**src/rtl/pf_dispatch.sv**
```systemverilog
// pf_dispatch: round-robin dispatcher between one snooper/forwarder pair and
// N_CORES packetfilter cores. There are two independent FSMs (SN and FWD).
// Each FSM offers the upstream/downstream side to one ready core, passes the
// ack through to that core, and routes the transfer strobes to it until done.
//
// Handshake: in OFFER, rdy_for_* is held high with sel frozen until the
// matching *_ack. The ack is passed combinationally to core bit sel only, and
// the FSM enters BUSY on that edge. Done is only honoured in BUSY. Done returns
// the FSM to IDLE and moves the pointer to sel+1.
//
// Optional feature: define PF_DISPATCH_STATS_EN to add the 32-bit packet
// counters sn_pkt_cnt / fwd_pkt_cnt.
// Debug: sn_state_o / fwd_state_o expose the FSM states (0=IDLE, 1=OFFER, 2=BUSY).
module pf_dispatch #(
  parameter int N_CORES           = 4,
  parameter int SN_FWD_ADDR_WIDTH = 8,
  parameter int SN_FWD_DATA_WIDTH = 64,
  parameter int INC_WIDTH         = 4,
  parameter int PLEN_WIDTH        = 32
) (
  input  logic                                 clk,
  input  logic                                 rst,
  // upstream snooper
  input  logic [SN_FWD_ADDR_WIDTH-1:0]         sn_addr,
  input  logic [SN_FWD_DATA_WIDTH-1:0]         sn_wr_data,
  input  logic                                 sn_wr_en,
  input  logic [INC_WIDTH-1:0]                 sn_byte_inc,
  input  logic                                 sn_done,
  output logic                                 rdy_for_sn,
  input  logic                                 rdy_for_sn_ack,
  // core snooper side
  output logic [SN_FWD_ADDR_WIDTH-1:0]         core_sn_addr,
  output logic [SN_FWD_DATA_WIDTH-1:0]         core_sn_wr_data,
  output logic [INC_WIDTH-1:0]                 core_sn_byte_inc,
  output logic [N_CORES-1:0]                   core_sn_wr_en,
  output logic [N_CORES-1:0]                   core_sn_done,
  output logic [N_CORES-1:0]                   core_rdy_for_sn_ack,
  input  logic [N_CORES-1:0]                   core_rdy_for_sn,
  // downstream forwarder
  input  logic [SN_FWD_ADDR_WIDTH-1:0]         fwd_addr,
  input  logic                                 fwd_rd_en,
  output logic [SN_FWD_DATA_WIDTH-1:0]         fwd_rd_data,
  output logic                                 fwd_rd_data_vld,
  output logic [PLEN_WIDTH-1:0]                fwd_byte_len,
  input  logic                                 fwd_done,
  output logic                                 rdy_for_fwd,
  input  logic                                 rdy_for_fwd_ack,
  // core forwarder side
  output logic [SN_FWD_ADDR_WIDTH-1:0]         core_fwd_addr,
  output logic [N_CORES-1:0]                   core_fwd_rd_en,
  output logic [N_CORES-1:0]                   core_fwd_done,
  output logic [N_CORES-1:0]                   core_rdy_for_fwd_ack,
  input  logic [N_CORES*SN_FWD_DATA_WIDTH-1:0] core_fwd_rd_data,
  input  logic [N_CORES-1:0]                   core_fwd_rd_data_vld,
  input  logic [N_CORES*PLEN_WIDTH-1:0]        core_fwd_byte_len,
  input  logic [N_CORES-1:0]                   core_rdy_for_fwd,
  // debug
  output logic [1:0]                           sn_state_o,
  output logic [1:0]                           fwd_state_o
`ifdef PF_DISPATCH_STATS_EN
  ,
  output logic [31:0]                          sn_pkt_cnt,
  output logic [31:0]                          fwd_pkt_cnt
`endif
);

  localparam int SW = $clog2(N_CORES);
  localparam int W  = SN_FWD_DATA_WIDTH;
  localparam int PL = PLEN_WIDTH;

  typedef enum logic [1:0] {
    ST_IDLE  = 2'd0,
    ST_OFFER = 2'd1,
    ST_BUSY  = 2'd2
  } state_e;

  // First ready core at or after ptr, wrapping modulo N_CORES.
  function automatic logic [SW-1:0] rr_pick(input logic [SW-1:0] ptr,
                                            input logic [N_CORES-1:0] rdy);
    logic [SW-1:0] pick;
    logic [SW:0]   idx;
    pick = ptr;
    // Scan from the farthest offset down so the nearest ready core wins.
    for (int k = N_CORES - 1; k >= 0; k--) begin
      idx = {1'b0, ptr} + (SW+1)'(k);
      if (idx >= (SW+1)'(N_CORES)) idx = idx - (SW+1)'(N_CORES);
      if (rdy[idx[SW-1:0]]) pick = idx[SW-1:0];
    end
    return pick;
  endfunction

  // (sel + 1) mod N_CORES
  function automatic logic [SW-1:0] next_ptr(input logic [SW-1:0] s);
    logic [SW:0] n;
    n = {1'b0, s} + (SW+1)'(1);
    if (n >= (SW+1)'(N_CORES)) n = '0;
    return n[SW-1:0];
  endfunction

  state_e        sn_state_q, sn_state_d;
  logic [SW-1:0] sn_sel_q, sn_sel_d;
  logic [SW-1:0] sn_ptr_q, sn_ptr_d;
  state_e        fwd_state_q, fwd_state_d;
  logic [SW-1:0] fwd_sel_q, fwd_sel_d;
  logic [SW-1:0] fwd_ptr_q, fwd_ptr_d;

  // Broadcast buses simply follow the upstream/downstream inputs.
  assign core_sn_addr     = sn_addr;
  assign core_sn_wr_data  = sn_wr_data;
  assign core_sn_byte_inc = sn_byte_inc;
  assign core_fwd_addr    = fwd_addr;

  assign sn_state_o  = sn_state_q;
  assign fwd_state_o = fwd_state_q;

  // ---------------- SN FSM ----------------

  // SN state, select and pointer registers.
  always_ff @(posedge clk or negedge rst) begin
    if (!rst) begin
      sn_state_q <= ST_IDLE;
      sn_sel_q   <= '0;
      sn_ptr_q   <= '0;
    end else begin
      sn_state_q <= sn_state_d;
      sn_sel_q   <= sn_sel_d;
      sn_ptr_q   <= sn_ptr_d;
    end
  end

  // SN next state: pick in IDLE, wait ack in OFFER, wait done in BUSY.
  always_comb begin
    sn_state_d = sn_state_q;
    sn_sel_d   = sn_sel_q;
    sn_ptr_d   = sn_ptr_q;
    case (sn_state_q)
      ST_IDLE: begin
        if (|core_rdy_for_sn) begin
          sn_sel_d   = rr_pick(sn_ptr_q, core_rdy_for_sn);
          sn_state_d = ST_OFFER;
        end
      end
      // A done arriving together with the ack is deliberately ignored here.
      ST_OFFER: if (rdy_for_sn_ack) sn_state_d = ST_BUSY;
      ST_BUSY: begin
        if (sn_done) begin
          sn_state_d = ST_IDLE;
          sn_ptr_d   = next_ptr(sn_sel_q);
        end
      end
      default: sn_state_d = ST_IDLE;
    endcase
  end

  // SN outputs: offer flag, ack pass-through and strobe routing to sel.
  always_comb begin
    rdy_for_sn          = 1'b0;
    core_rdy_for_sn_ack = '0;
    core_sn_wr_en       = '0;
    core_sn_done        = '0;
    if (sn_state_q == ST_OFFER) begin
      rdy_for_sn                    = 1'b1;
      core_rdy_for_sn_ack[sn_sel_q] = rdy_for_sn_ack;
    end
    if (sn_state_q == ST_BUSY) begin
      core_sn_wr_en[sn_sel_q] = sn_wr_en;
      core_sn_done[sn_sel_q]  = sn_done;
    end
  end

  // ---------------- FWD FSM ----------------

  // FWD state, select and pointer registers.
  always_ff @(posedge clk or negedge rst) begin
    if (!rst) begin
      fwd_state_q <= ST_IDLE;
      fwd_sel_q   <= '0;
      fwd_ptr_q   <= '0;
    end else begin
      fwd_state_q <= fwd_state_d;
      fwd_sel_q   <= fwd_sel_d;
      fwd_ptr_q   <= fwd_ptr_d;
    end
  end

  // FWD next state: same arbitration rules as SN, independent pointer.
  always_comb begin
    fwd_state_d = fwd_state_q;
    fwd_sel_d   = fwd_sel_q;
    fwd_ptr_d   = fwd_ptr_q;
    case (fwd_state_q)
      ST_IDLE: begin
        if (|core_rdy_for_fwd) begin
          fwd_sel_d   = rr_pick(fwd_ptr_q, core_rdy_for_fwd);
          fwd_state_d = ST_OFFER;
        end
      end
      ST_OFFER: if (rdy_for_fwd_ack) fwd_state_d = ST_BUSY;
      ST_BUSY: begin
        if (fwd_done) begin
          fwd_state_d = ST_IDLE;
          fwd_ptr_d   = next_ptr(fwd_sel_q);
        end
      end
      default: fwd_state_d = ST_IDLE;
    endcase
  end

  // FWD outputs: read data/len muxed from slice sel, zero outside BUSY.
  always_comb begin
    rdy_for_fwd          = 1'b0;
    core_rdy_for_fwd_ack = '0;
    core_fwd_rd_en       = '0;
    core_fwd_done        = '0;
    fwd_rd_data          = '0;
    fwd_rd_data_vld      = 1'b0;
    fwd_byte_len         = '0;
    if (fwd_state_q == ST_OFFER) begin
      rdy_for_fwd                     = 1'b1;
      core_rdy_for_fwd_ack[fwd_sel_q] = rdy_for_fwd_ack;
    end
    if (fwd_state_q == ST_BUSY) begin
      core_fwd_rd_en[fwd_sel_q] = fwd_rd_en;
      core_fwd_done[fwd_sel_q]  = fwd_done;
      fwd_rd_data     = core_fwd_rd_data[32'(fwd_sel_q)*W +: W];
      fwd_rd_data_vld = core_fwd_rd_data_vld[fwd_sel_q];
      fwd_byte_len    = core_fwd_byte_len[32'(fwd_sel_q)*PL +: PL];
    end
  end

`ifdef PF_DISPATCH_STATS_EN
  logic [31:0] sn_cnt_q, sn_cnt_d;
  logic [31:0] fwd_cnt_q, fwd_cnt_d;

  // Packet counters advance on each done accepted in BUSY, wrapping naturally.
  always_comb begin
    sn_cnt_d  = sn_cnt_q;
    fwd_cnt_d = fwd_cnt_q;
    if (sn_state_q == ST_BUSY && sn_done)   sn_cnt_d  = sn_cnt_q + 32'd1;
    if (fwd_state_q == ST_BUSY && fwd_done) fwd_cnt_d = fwd_cnt_q + 32'd1;
  end

  // Packet counter registers.
  always_ff @(posedge clk or negedge rst) begin
    if (!rst) begin
      sn_cnt_q  <= '0;
      fwd_cnt_q <= '0;
    end else begin
      sn_cnt_q  <= sn_cnt_d;
      fwd_cnt_q <= fwd_cnt_d;
    end
  end

  assign sn_pkt_cnt  = sn_cnt_q;
  assign fwd_pkt_cnt = fwd_cnt_q;
`endif

endmodule

```
**config.mk**
```make
export PLATFORM = sky130hd
export DESIGN_NAME = pf_dispatch
export DESIGN_NICKNAME = d
export VERILOG_FILES = /design/src/rtl/pf_dispatch.sv
export SDC_FILE = /design/constraint.sdc
export NUM_CORES = 1
export LEC_CHECK = 0
export CORE_AREA = 10 10 266 268
export CTS_CLUSTER_DIAMETER = 80
export CTS_CLUSTER_SIZE = 30
export DETAILED_ROUTE_END_ITERATION = 7
export DIE_AREA = 0 0 276 278
export SYNTH_ARGS = -nofsm -noshare
export SYNTH_HDL_FRONTEND = slang
export SYNTH_SLANG_ARGS = --single-unit
```
**constraint.sdc**
```tcl
create_clock -name clk -period 2.9 [get_ports clk]
set_input_delay 0.725 -clock clk [delete_from_list [all_inputs] [get_ports clk]]
set_output_delay 0.725 -clock clk [all_outputs]
set_load 0.02 [all_outputs]
```
* Word level (Yosys, flattened, before mapping)
Cells that the tools add are included.
** Storage, ports and cells
- Word-level logic and storage cells :: 149
- Bits of input ports :: 488
- Register bits :: 12
** Operators by class
- Shifts and indexed selects :: 2
- $add $sub $neg :: 16
- Reductions and logical operators :: 12
- Multiplexer cells :: 75
- Magnitude comparators :: 22
- Bitwise logic cells :: 6
- Equal/unequal tests :: 10
** Operators by type and width (number)
- $shiftx A256 B9 Y64 :: 1
- $shiftx A128 B8 Y32 :: 1
- $mux W2 :: 40
- $mux W64 :: 1
- $mux W32 :: 1
- $lt A2 B3 Y1 const B :: 10
- $and A4 B4 Y4 :: 6
- $ge A3 B3 Y1 const B :: 8
- $mux W4 :: 6
- $bmux W1 S2 :: 9
- $sub A2 B1 Y2 const B :: 8
- $mux W1 :: 14
- $add A2 B1 Y3 const B :: 4
- $add A2 B2 Y3 const B :: 4
- $ne A2 B2 Y1 const B :: 6
- $pmux W2 S3 :: 2
- $reduce_and A2 Y1 :: 4
- $reduce_or A4 Y1 :: 2
- $ge A2 B3 Y1 const B :: 2
- $reduce_and A3 Y1 :: 2
- $demux W1 S2 :: 2
- $eq A2 B1 Y1 const B :: 2
- $eq A2 B2 Y1 const B :: 2
- $ge A2 B1 Y1 const B :: 2
- 2 further kinds :: 4

* Logic depth before layout (Yosys ltp)
- Word-level depth :: 11
- Gate-level depth with buffers :: 6
- Depth with buffers taken out :: 3

* Least setup slack after synthesis
No wires, ideal clock.
- Path type :: register to output
- Start point :: register fwd_sel_q[0]
- End point :: output fwd_byte_len[0]
- Required time :: 2.175 ns
- Arrival :: 1.451 ns
- Cell stages (with the launch flop) :: 5
- Slack :: 0.724 ns
- Cell sequence :: dfrtp_1 buf_4 buf_6 mux4_2 and2_1
** On the way
- Cells in the longest elaborated chain, start to end :: 2
** RTL lines
- from (decl) :: RTL line 104 : logic [SW-1:0] fwd_sel_q, fwd_sel_d;
- from (signal assigned) :: RTL line 181 : fwd_sel_q <= fwd_sel_d;
- $shiftx A128 B8 Y32 :: RTL line 227 : fwd_byte_len = core_fwd_byte_len[32'(fwd_sel_q)*PL +: PL];
- $mux W32 :: RTL line 222 : if (fwd_state_q == ST_BUSY) begin
- to (decl) :: RTL line 44 : output logic [PLEN_WIDTH-1:0] fwd_byte_len,
Every way passes these cells.

* Final worst setup path
- Start point :: input core_fwd_rd_data[241]
- End point :: output fwd_rd_data[49]
** On the way
- Cells in the longest elaborated chain, start to end :: 2
** RTL lines
- from (decl) :: RTL line 53 : input logic [N_CORES*SN_FWD_DATA_WIDTH-1:0] core_fwd_rd_data,
- $shiftx A256 B9 Y64 :: RTL line 225 : fwd_rd_data = core_fwd_rd_data[32'(fwd_sel_q)*W +: W];
- $mux W64 :: RTL line 222
- to (decl) :: RTL line 42 : output logic [SN_FWD_DATA_WIDTH-1:0] fwd_rd_data,
Every way passes these cells.

==> impl_metrics.json <==
{
  "outcome": "complete, no violations",
  "coreArea_um2": 65400,
  "ctsHoldBuffers": 0,
  "die_h_um": 278,
  "place.port_buffers": 530,
  "grt_pass1_vias": 6366,
  "vias": 5638,
  "synth_top_area_share_pct": 47.5,
  "routabilityCongestion": 0.868,
  "worstSetupStartpoint": "core_fwd_rd_data[241]",
  "drv_slew": 0,
  "syn2layout_area_growth_pct": 130,
  "hold-worst-slack_ns": 0.520,
  "utilization_pct": 16.2,
  "yosys_warnings": 0,
  "final_cell_mix": "422 x clkdlybuf4s50_1, 97 x mux4_2, 94 x and2_1, 58 x buf_4, 47 x dlygate4sd2_1",
  "grt_pass1_wl_um": 55200,
  "placedCellCount": 1716,
  "grtUsageTotal_pct": 10.0,
  "fin_skew_ns": 0.000401,
  "setup_tns_ns": 0,
  "finalSetupViolations": 0,
  "ys_types": 36,
  "dp_hpwl_um": 36800,
  "antenna_found_initial": 4,
  "cp_data_required_time_ns": 2.17,
  "yosysTopAreaCell": "mux4_2",
  "rsz0062_at_grt": "false",
  "r2r-end": "fwd_ptr_q[1]",
  "io_pins": 699,
  "synth-seq-area-share_pct": 6.53,
  "max_freq_ghz": 0.348,
  "r2r_cells": 5,
  "start_kind": "input port",
  "critPathMaxFanout": 1,
  "numCtsBuffers": 3,
  "p_leak_nw": 4.14,
  "path_class": "input port to output port",
  "drive_gt1_share_pct": 22.3,
  "power_density_nw_per_um2": 592,
  "drt.antenna.violating_nets": 0,
  "drt-total-wl_um": 41100,
  "syn_avg_cell_area_um2": 11.0,
  "cts_tree": "yes",
  "grt_max_degree": 52,
  "hp-start": "sn_state_o[1]",
  "wl_per_cell_um": 23.7,
  "syn-cell-area_um2": 4600,
  "min_to": "sn_state_o[0]",
  "max_slew.worst_pin.slew_ns": 0.587,
  "final-hold-violation-count": 0,
  "slew_headroom_pct": 60.7,
  "viasPerCell": 3.25,
  "mostFrequentLayoutCell": "clkdlybuf4s50_1",
  "drt-initial-drc-count": 151,
  "r2r-start": "fwd_sel_q[0]",
  "whs_path_depth": 1,
  "fin_crit_sh_pct": 99.0,
  "h-tree-depth": 1,
  "r2r_slack_ns": 1.36,
  "maxCapViolations": 0,
  "firstDrtPassIters": 4,
  "synth_seq_cells": 12,
  "nets": 1364,
  "synth_nets": 915,
  "grt_overflow": 0,
  "drc": 0,
  "fin_crit_ns": 2.87,
  "clockBufferDepth": 2,
  "ir_drop_uv": 281,
  "fill_cells": 7321,
  "worstHoldPathType": "flip-flop to flip-flop",
  "fp.dieW_um": 276,
  "clock-sinks": 12,
  "start_util_pct": 7.03,
  "worst_path_max_delay_cell": "mux4_2",
  "die-area_um2": 76700,
  "cp-end-kind": "output port",
  "fp-row-count": 94,
  "cp_cell_sequence": "clkdlybuf4s50_1 -> mux4_2 -> and2_1 -> dlygate4sd2_1",
  "worstSkewPairLatency_ns": 0.24,
  "netlist_instances": 419,
  "crit_arrival_ns": 2.14,
  "clk_pin_slew_worst_paths_ns": 0.04,
  "slowest_delay_ns": 0.48,
  "finalNonFillerCells": 1733,
  "root_buffer": "clkbuf_16",
  "synth_area_leaders": "mux4_2 48%, buf_4 14%, and2_1 13%"
}
[power breakdown]
group          switching, W  internal, W
logic               0.00267      0.00295
registers          0.000135     0.000260
clock network     0.0000646     0.000184
[registers in the layout (all words and copies together), names as in the netlist]
| register | cells |
|---|---|
| sn_ptr_q | 2 |
| fwd_sel_q | 2 |
| fwd_ptr_q | 2 |
| sn_sel_q | 2 |
| fwd_state_o | 2 |
| sn_state_o | 2 |
[logic make-up (layout without fill, tap and decap cells)]
kind of cell | count (synthesis) | after routing | share of synthesized area (%)
AO/OA/AOI/OAI | 21 | 21 | 3.43
other | 0 | 2 | 0
flip-flops | 12 | 12 | 6.53
adder cells (fa/ha/maj) | 8 | 8 | 2.18
AND/OR/NAND/NOR | 153 | 153 | 20.6
multiplexers | 100 | 100 | 48.2
buffers and inverters | 125 | 573 | 19.0
[area by class of cell]
| type | instances | area [um^2] | share of cell area [%] |
|---|---|---|---|
| antenna | 2 | 5.00 | 0.0473 |
| inverter | 8 | 30.0 | 0.284 |
| clock buffer | 4 | 78.8 | 0.745 |
| sequential | 12 | 308 | 2.91 |
| timing repair buffer | 561 | 5640 | 53.3 |
| tap | 864 | 1080 | 10.2 |
| multi-input combinational | 282 | 3430 | 32.5 |
[cell usage after synthesis, drive strengths merged]
| cell | count |
|---|---|
| nand2b | 2 |
| o31a | 2 |
| a2bb2oi | 2 |
| nand2 | 3 |
| a41oi | 1 |
| a22o | 1 |
| and2 | 98 |
| nand3b | 2 |
| a32oi | 1 |
| nor2b | 7 |
| inv | 8 |
| nor4 | 1 |
| or2 | 1 |
| a31oi | 1 |
| mux2 | 2 |
| nor3 | 3 |
| and3 | 24 |
| and2b | 2 |
| nor2 | 5 |
| a211oi | 1 |
| ha | 8 |
| a21o | 2 |
| mux4 | 97 |
| mux2i | 1 |
| a22oi | 1 |
| buf | 103 |
| clkbuf | 14 |
| and3b | 2 |
| o31ai | 2 |
| dfrtp | 12 |
| a21oi | 2 |
| o21ai | 3 |
| or4 | 3 |
| a41o | 2 |
[through the flow]
| stage | setup WS, ns | total power (W) | area [um^2] |
|---|---|---|---|
| 2_1_floorplan | 0.724 | 0.00350 | 4600 |
| 3_3_place_gp | -0.437 | 0.00589 | 10300 |
| 3_5_place_dp | -0.389 | 0.00592 | 10300 |
| 4_1_cts | -0.138 | 0.00636 | 10500 |
| 5_1_grt | 0.00169 | 0.00673 | 10600 |
| 6_report | 0.0304 | 0.00626 | 10600 |
[worst max-delay path, delay by kind of cell]
kind / cells / cell delay [ns]
buffers and inverters: 2 / 0.77
muxes: 1 / 0.48
and+or+nand+nor: 1 / 0.17
[routing by layer]
metal	GRT usage [%]	wire, um
met1	11.9	16700
met2	17.1	19700
met3	4.09	4300
met4	0.967	372
met5	0	0
[worst max-delay path by stage]
stage                       to  depth (start not counted)
2_1_floorplan  fwd_byte_len[0]                          4
3_3_place_gp   fwd_rd_data[44]                          4
3_5_place_dp   fwd_rd_data[44]                          4
4_1_cts        fwd_rd_data[44]                          4
5_1_grt        fwd_rd_data[49]                          4
6_report       fwd_rd_data[49]                          4
[what timing repair did]
action                                  in CTS  in global routing
resized for setup                           73                 18
endpoints found under the setup margin      93                 37
gates cloned                                 2                  1
setup buffers                                6                  2
Note: power is estimated with default switching activity, not from simulation.
